==> config.mk <==
export PLATFORM = sky130hd
export DESIGN_NAME = btn_debounce_pulse
export DESIGN_NICKNAME = d
export VERILOG_FILES = /design/src/rtl/btn_pkg.sv /design/src/rtl/btn_debounce_pulse_sync_chain.sv /design/src/rtl/btn_debounce_pulse.sv
export SDC_FILE = /design/constraint.sdc
export NUM_CORES = 1
export LEC_CHECK = 0
export ABC_CLOCK_PERIOD_IN_PS = 2200
export CELL_PAD_IN_SITES_DETAIL_PLACEMENT = 0
export CELL_PAD_IN_SITES_GLOBAL_PLACEMENT = 1
export CORE_MARGIN = 4
export CORE_UTILIZATION = 45
export DETAILED_ROUTE_END_ITERATION = 7
export PLACE_DENSITY = 0.75
export REMOVE_ABC_BUFFERS = 1
export SLEW_MARGIN = 40
export SYNTH_ARGS = -nofsm -noshare
export SYNTH_HDL_FRONTEND = slang
export SYNTH_SLANG_ARGS = --single-unit
==> constraint.sdc <==
create_clock -name clk -period 2.2 [get_ports clk]
set_clock_uncertainty 0.15 [all_clocks]
set_input_delay 0.44 -clock clk [delete_from_list [all_inputs] [get_ports clk]]
set_output_delay 0.44 -clock clk [all_outputs]
set_load 0.005 [all_outputs]
==> src/rtl/btn_pkg.sv <==
// Shared types and cycle-count profiles for the push-button debouncer.
// The auto-repeat option is enabled with the BTN_DEBOUNCE_AUTOREPEAT_EN macro.
package btn_pkg;

   typedef enum logic [1:0] {
      LOW     = 2'd0,
      RISING  = 2'd1,
      HIGH    = 2'd2,
      FALLING = 2'd3
   } btn_state_t;

   // 100 MHz board profile: 10 ms stability, 0.5 s hold, 0.1 s repeat.
   localparam int BOARD_SYNC_STAGES   = 2;
   localparam int BOARD_STABLE_CYCLES = 1000000;
   localparam int BOARD_HOLD_CYCLES   = 50000000;
   localparam int BOARD_REPEAT_CYCLES = 10000000;

   localparam int SIM_SYNC_STAGES   = 2;
   localparam int SIM_STABLE_CYCLES = 4;
   localparam int SIM_HOLD_CYCLES   = 10;
   localparam int SIM_REPEAT_CYCLES = 5;

   function automatic int maxOf3(input int a, input int b, input int c);
      int m;
      m = (a > b) ? a : b;
      return (m > c) ? m : c;
   endfunction

endpackage

==> src/rtl/btn_debounce_pulse_sync_chain.sv <==
// Multi-flop synchroniser that brings the asynchronous button pin into the clk domain.
// Used by btn_debounce_pulse; the last stage is the only output.
module sync_chain #(
   parameter int STAGES = 2
) (
   input  logic clk,
   input  logic rst,
   input  logic i_d,
   output logic o_q
);

   logic [STAGES-1:0] r_shift;

   always_ff @(posedge clk) begin
      if (rst) begin
         r_shift <= '0;
      end else begin
         r_shift <= {r_shift[STAGES-2:0], i_d};
      end
   end

   assign o_q = r_shift[STAGES-1];

endmodule

==> src/rtl/btn_debounce_pulse.sv <==
// Push-button conditioner: synchroniser, stability-qualified debounce FSM and edge pulses.
// Define BTN_DEBOUNCE_AUTOREPEAT_EN to add hold-to-repeat pulses on btn_rise.
module btn_debounce_pulse
   import btn_pkg::*;
#(
   parameter int SYNC_STAGES   = BOARD_SYNC_STAGES,
   parameter int STABLE_CYCLES = BOARD_STABLE_CYCLES,
   parameter int HOLD_CYCLES   = BOARD_HOLD_CYCLES,
   parameter int REPEAT_CYCLES = BOARD_REPEAT_CYCLES
) (
   input  logic clk,
   input  logic rst,
   input  logic btn_in,
   output logic btn_level,
   output logic btn_rise,
   output logic btn_fall
);

   localparam int CW = $clog2(maxOf3(STABLE_CYCLES, HOLD_CYCLES, REPEAT_CYCLES) + 1);
   localparam logic [CW-1:0] STABLE_LAST = CW'(STABLE_CYCLES - 1);
   localparam logic [CW-1:0] CNT_ONE     = CW'(1);

   logic            w_sync;
   btn_state_t      r_state;
   logic [CW-1:0]   r_cnt;
   logic            r_level;
   logic            r_rise;
   logic            r_fall;

`ifdef BTN_DEBOUNCE_AUTOREPEAT_EN
   localparam logic [CW-1:0] HOLD_LAST   = CW'(HOLD_CYCLES - 1);
   localparam logic [CW-1:0] REPEAT_LAST = CW'(REPEAT_CYCLES - 1);

   logic [CW-1:0]   r_repCnt;
   logic            r_repPhase;
`endif

   sync_chain #(
      .STAGES (SYNC_STAGES)
   ) u_sync (
      .clk (clk),
      .rst (rst),
      .i_d (btn_in),
      .o_q (w_sync)
   );

   // r_cnt counts consecutive cycles the synchronised input has disagreed with the level;
   // the compare against STABLE_LAST caps it, so it can never wrap.
   always_ff @(posedge clk) begin
      if (rst) begin
         r_state <= LOW;
         r_cnt   <= '0;
         r_level <= 1'b0;
         r_rise  <= 1'b0;
         r_fall  <= 1'b0;
`ifdef BTN_DEBOUNCE_AUTOREPEAT_EN
         r_repCnt   <= '0;
         r_repPhase <= 1'b0;
`endif
      end else begin
         r_rise <= 1'b0;
         r_fall <= 1'b0;
         case (r_state)
            LOW: begin
               if (w_sync) begin
                  if (STABLE_CYCLES == 1) begin
                     r_state <= HIGH;
                     r_level <= 1'b1;
                     r_rise  <= 1'b1;
                     r_cnt   <= '0;
                  end else begin
                     r_state <= RISING;
                     r_cnt   <= CNT_ONE;
                  end
               end
            end
            RISING: begin
               if (!w_sync) begin
                  r_state <= LOW;
                  r_cnt   <= '0;
               end else if (r_cnt == STABLE_LAST) begin
                  r_state <= HIGH;
                  r_level <= 1'b1;
                  r_rise  <= 1'b1;
                  r_cnt   <= '0;
               end else begin
                  r_cnt <= r_cnt + CNT_ONE;
               end
            end
            HIGH: begin
               if (!w_sync) begin
`ifdef BTN_DEBOUNCE_AUTOREPEAT_EN
                  r_repCnt   <= '0;
                  r_repPhase <= 1'b0;
`endif
                  if (STABLE_CYCLES == 1) begin
                     r_state <= LOW;
                     r_level <= 1'b0;
                     r_fall  <= 1'b1;
                     r_cnt   <= '0;
                  end else begin
                     r_state <= FALLING;
                     r_cnt   <= CNT_ONE;
                  end
               end else begin
`ifdef BTN_DEBOUNCE_AUTOREPEAT_EN
                  // First repeat waits the hold time, later ones use the shorter repeat period.
                  if ((!r_repPhase && r_repCnt == HOLD_LAST) ||
                      ( r_repPhase && r_repCnt == REPEAT_LAST)) begin
                     r_rise     <= 1'b1;
                     r_repCnt   <= '0;
                     r_repPhase <= 1'b1;
                  end else begin
                     r_repCnt <= r_repCnt + CNT_ONE;
                  end
`endif
               end
            end
            FALLING: begin
               if (w_sync) begin
                  r_state <= HIGH;
                  r_cnt   <= '0;
               end else if (r_cnt == STABLE_LAST) begin
                  r_state <= LOW;
                  r_level <= 1'b0;
                  r_fall  <= 1'b1;
                  r_cnt   <= '0;
               end else begin
                  r_cnt <= r_cnt + CNT_ONE;
               end
            end
            default: begin
               r_state <= LOW;
               r_cnt   <= '0;
               r_level <= 1'b0;
            end
         endcase
      end
   end

   assign btn_level = r_level;
   assign btn_rise  = r_rise;
   assign btn_fall  = r_fall;

endmodule
; ---- Word-level counts from Yosys, hierarchy flattened
; Index checks and enable logic that the tools add are counted.
[totals]
in_bits = 3
out_inout_bits = 3
wordCells = 48
regBits = 33
[classes]
reduce_logical = 7
n_mux = 19
n_eq_ne = 12
bitwise_logic = 3
n_addsub = 1
[ops]
columns = cell, count
row1 = $mux 26, 5
row2 = $pmux 26 s4, 1
row3 = $add 26x1->26 const B, 1
row4 = $eq 26x20->1 const B, 1
row5 = $mux 2, 6
row6 = $ne 2x2->1 const B, 4
row7 = $pmux 2 s4, 1
row8 = $reduce_or 3->1, 2
row9 = $mux 1, 5
row10 = $reduce_and 5->1, 1
row11 = $eq 2x2->1 const B, 2
row12 = $ne 2x1->1 const B, 2
row13 = $reduce_and 4->1, 1
row14 = $ne 3x2->1 const B, 1
row15 = $ne 3x3->1 const B, 1
row16 = $not 1->1, 3
row17 = $eq 2x1->1 const B, 1
row18 = $logic_not 2->1, 1
row19 = $pmux 1 s2, 1
row20 = $reduce_and 2->1, 1
row21 = $reduce_bool 2->1, 1

; ---- Logic depth before layout (Yosys ltp)
[depth]
word_depth = 4
mapped_depth = 7
depth_no_buf = 6

; ---- By module
; From an unflattened synthesis, not the netlist that was laid out.
[hier_totals]
hier_cells = 190
area_unflattened_um2 = 1634.1
[by_module_without_submodules]
columns = mod, area_per_inst_um2, cells_per_inst, seq_area_each_um2, n_inst
row1 = btn_debounce_pulse, 1581.5, 186, 620.6, 1
row2 = sync_chain, 52.6, 4, 40.0, 1

; ---- Worst setup path before layout
; OpenSTA, ideal clock, no wires.
[synth_path]
path_type = reg2reg
start = register r_cnt[6]
end = register r_cnt[21]
arrival_ns = 1.739
stages_incl_launch_ff = 8
setup_ns = 0.117
n_path_buf = 2
synth_period_minus_slack_ns = 2.006
required_ns = 1.933
slack_ns = 0.194
cell_sequence = dfxtp_1 buf_6 or4_4 nor3_4 a21o_2 buf_6 nor2_1 a22o_1
[synth_via]
elab_chain_len = 4
[synth_lines]
columns = element, line
row1 = start: declaration, btn_debounce_pulse.sv:25  ; logic [CW-1:0] r_cnt;
row2 = start signal: assignment, btn_debounce_pulse.sv:87  ; r_cnt <= r_cnt + CNT_ONE;
row3 = start signal: assignment, btn_debounce_pulse.sv:129  ; r_cnt <= r_cnt + CNT_ONE;
row4 = $add 26x1->26 / $eq 26x20->1 (equally long branches), --
row5 = $mux 26 (*), "btn_debounce_pulse.sv:81, btn_debounce_pulse.sv:123"
row6 = $mux 26 (on tied branches), "btn_debounce_pulse.sv:120, btn_debounce_pulse.sv:78"
row7 = $pmux 26 s4 (*), btn_debounce_pulse.sv:63  ; case (r_state)
; Mark *: on every way between the ends. The rest lies on a longest branch, timed or not.
; A chain may end at the register's enable or synchronous reset.

; ---- Worst setup path after layout
[layout_path]
start = register r_cnt[1]
end = register r_cnt[12]
; The elaborated chain is that of the path after synthesis.

==> results.sh <==
export IMPL_cts_resized=0
export IMPL_grt_pass1_vias=1542
export IMPL_antenna_found_initial=0
export IMPL_p_total_mw=1.35
export IMPL_yosys_area_share_simple_pct=29.2
export IMPL_grt_remaining_overflow=0
export IMPL_rrSetupSlack_ns=0.13
export IMPL_end_kind="flip-flop"
export IMPL_dr_pass1_iters=4
export IMPL_io_pins=6
export IMPL_finalSetupViolations=0
export IMPL_ant_nets=0
export IMPL_cts_max_level=2
export IMPL_wirelength_mm=3.84
export IMPL_reg2reg_depth=7
export IMPL_synth_edff_count=0
export IMPL_peakVddDrop_uv=479
export IMPL_syn_inst=198
export IMPL_postCtsSetupBuffers=0
export IMPL_synth_flop_cell="dfxtp_1"
export IMPL_period_share_pct=94.1
export IMPL_grt_max_degree=16
export IMPL_rr_startpoint="r_cnt[1]$_SDFFE_PP0P_"
export IMPL_status="finished clean"
export IMPL_slew_viol_final=0
export IMPL_routedWlPerCell_um=14.2
export IMPL_holdCritStartpoint="u_sync.r_shift[0]$_SDFF_PP0_"
export IMPL_power_frac_comb_pct=3.9
export IMPL_synth_xor_area_share_pct=1.49
export IMPL_yosys_warnings=0
export IMPL_portBuffers=5
export IMPL_pwr_share_clk_pct=51.1
export IMPL_required_ns=2.29
export IMPL_arrival_ns=2.16
export IMPL_worst_path_buf_inv=1
export IMPL_synth_top_area_share_pct=39.3
export IMPL_reg2reg_to="r_cnt[12]$_SDFFE_PP0P_"
export IMPL_fin_setup_tns_ns=0
export IMPL_timing_fmax_mhz=483
export IMPL_cts_tree="yes"
export IMPL_initial_utilization_pct=48.4
export IMPL_finalHoldViolations=0
export IMPL_worst_pin_slew_ns=0.364
export IMPL_vias=1587
export IMPL_numCtsBuffers=5
export IMPL_p_sw_share_pct=19.8
export IMPL_holdCritPathClass="flip-flop to flip-flop"
export IMPL_synthAdderAreaFrac_pct=0.745
export IMPL_synth_top_family_by_area="simple AND/OR/NAND/NOR gates"
export IMPL_cts_buffer_depth=2
export IMPL_synth_area_sq_um=1680
export IMPL_layout_drive_gt1_share_pct=17.3
export IMPL_yosys_top_cells_count="dfxtp_1, a21oi_1, o21ai_0"
export IMPL_max_stage_delay_ns=0.36
export IMPL_yosysUniqueCellTypes=45
export IMPL_muxShareOfSynthArea_pct=1.79
export IMPL_ys_ff_latch=33
export IMPL_cp_depth=7
export IMPL_clk_pin_slew_ns=0.07
export IMPL_slew_headroom_pct=75.5
export IMPL_p_sw_mw=0.267
export IMPL_insertion_delay_ns=0.29
export IMPL_n_antenna_cell=0
export IMPL_rsz0062_at_grt="no"
export IMPL_crit_family="simple AND/OR/NAND/NOR gates"
export IMPL_path_class="flip-flop to flip-flop"
export IMPL_cts_sinks=33
export IMPL_async_reset_ff_share_pct=0
export IMPL_rows=21
export IMPL_cellLeakagePower_nw=0.790
export IMPL_fp_dieW_um=69.1
export IMPL_synth_avg_cell_area_sq_um=8.48
export IMPL_die_area_sq_um=4770
export IMPL_critical_path_cell_chain="ha_1 -> and3_1 -> nand4_1 -> buf_4 -> or3_1 -> a21oi_1 -> a21o_1"
export IMPL_min_period_ns=2.07
export IMPL_crit_path_start="r_cnt[1]$_SDFFE_PP0P_"
export IMPL_cts_hold_repair_buffers=0
export IMPL_track_usage_pct=17.7
export IMPL_p_seq_share_pct=45.1
export IMPL_p_int_mw=1.08
export IMPL_nets=228
export IMPL_post_dp_hpwl_mm=2.80
export IMPL_ys_seq_area_share_pct=39.3
export IMPL_via_per_inst=5.86
export IMPL_drtIter0Drc=123
export IMPL_dieHeight_um=69.1
export IMPL_drc=0
export IMPL_grt_pass1_wl_mm=6.92
export IMPL_root_buffer="clkbuf_8"
export IMPL_crit_slowest_cell="dfxtp_1"
export IMPL_critPathCapture="r_cnt[12]$_SDFFE_PP0P_"
export IMPL_power_density_nw_per_um2=661
export IMPL_synth_area_top_cells="dfxtp_1, a21oi_1, o21ai_0"
export IMPL_area_growth_pct=21.2
export IMPL_synth_compound_area_share_pct=22.2
export IMPL_synth_most_common_cell="dfxtp_1"
export IMPL_maxCapViolCount=0
export IMPL_critPathLaunchType="flip-flop"
export IMPL_post_synth_top_area_cell="dfxtp_1"
export IMPL_core_sq_um=3470
export IMPL_cp_max_fo=6
export IMPL_fillers=324
export IMPL_gp_congestion=0.818
## flip-flops by register name, indices dropped and copies added (netlist names), named ones only
| register | count |
|---|---|
| btn_level | 1 |
| u_sync.r_shift | 2 |
| btn_rise | 1 |
| r_state | 1 |
| btn_fall | 1 |
| r_cnt | 26 |
## through the flow
stage	worst slack, ns	cells	hold slack (ns)	util [%]	cell area [sq um]
floorplan	0.0758	190	0.264	-	1620
global placement	0.132	263	0.274	54.6	1890
detailed placement	0.0994	263	0.286	54.6	1890
CTS	0.0727	271	0.303	58.5	2030
global route	0.00471	271	0.327	58.7	2030
finish	0.129	271	0.297	58.7	2030
## worst min-delay path by stage
stage / endpoint / slack, ns / depth (start not counted)
global route: u_sync.r_shift[1]$_SDFF_PP0_ / 0.33 / 1
floorplan: u_sync.r_shift[1]$_SDFF_PP0_ / 0.26 / 1
CTS: u_sync.r_shift[1]$_SDFF_PP0_ / 0.30 / 1
global placement: u_sync.r_shift[1]$_SDFF_PP0_ / 0.27 / 1
detailed placement: u_sync.r_shift[1]$_SDFF_PP0_ / 0.29 / 1
finish: u_sync.r_shift[1]$_SDFF_PP0_ / 0.30 / 1
## routing by layer
layer	vias to the layer above	GRT usage [%]	share of wire (%)
met1	757	21.5	45
met4	0	6.51	1.5
li1	804	-	-
met3	6	4.51	3.9
met2	20	29.8	50
met5	-	0	0
## logic make-up after synthesis
family / Yosys count
buffers and inverters: 16
multiplexers: 3
adder cells (fa/ha/maj): 1
flip-flops: 33
AND/OR/NAND/NOR: 80
XOR/XNOR: 2
AO/OA/AOI/OAI: 63
## cells in the final DEF (no fill, tap or decap), types with 6 or more instances in the layout
cell type / synthesis / layout
dfxtp_1: 33 / 33
buf_4: 0 / 22
a21oi_1: 19 / 19
o21ai_0: 17 / 17
nand3_1: 11 / 11
nor2_1: 11 / 11
a31oi_1: 11 / 11
nand2_1: 9 / 9
inv_1: 8 / 8
nor4_1: 8 / 8
nand4_1: 6 / 6
## power by group through the flow
stage | clock network, mW | registers [mW] | logic (mW)
floorplan | 0 | 0.620 | 0.0224
global route | 0.730 | 0.607 | 0.0587
global placement | 0 | 0.620 | 0.0517
finish | 0.687 | 0.606 | 0.0522
detailed placement | 0 | 0.620 | 0.0530
CTS | 0.697 | 0.606 | 0.0532
## worst reg2reg max path, stage by stage (launching register included)
cell,delay [ns]
dfxtp_1,0.36
ha_1,0.21
and3_1,0.19
nand4_1,0.29
buf_4,0.27
or3_1,0.30
a21oi_1,0.15
a21o_1,0.09
## final cells by class
class	count	area, sq um	area share (%)
multi-input combinational	149	937	46.1
sequential	33	661	32.5
timing repair buffer	27	215	10.6
clock buffer	5	68.8	3.38
clock inverter	3	65.1	3.20
tap	46	57.6	2.83
inverter	8	30.0	1.48
(Power assumes the default switching activity.)
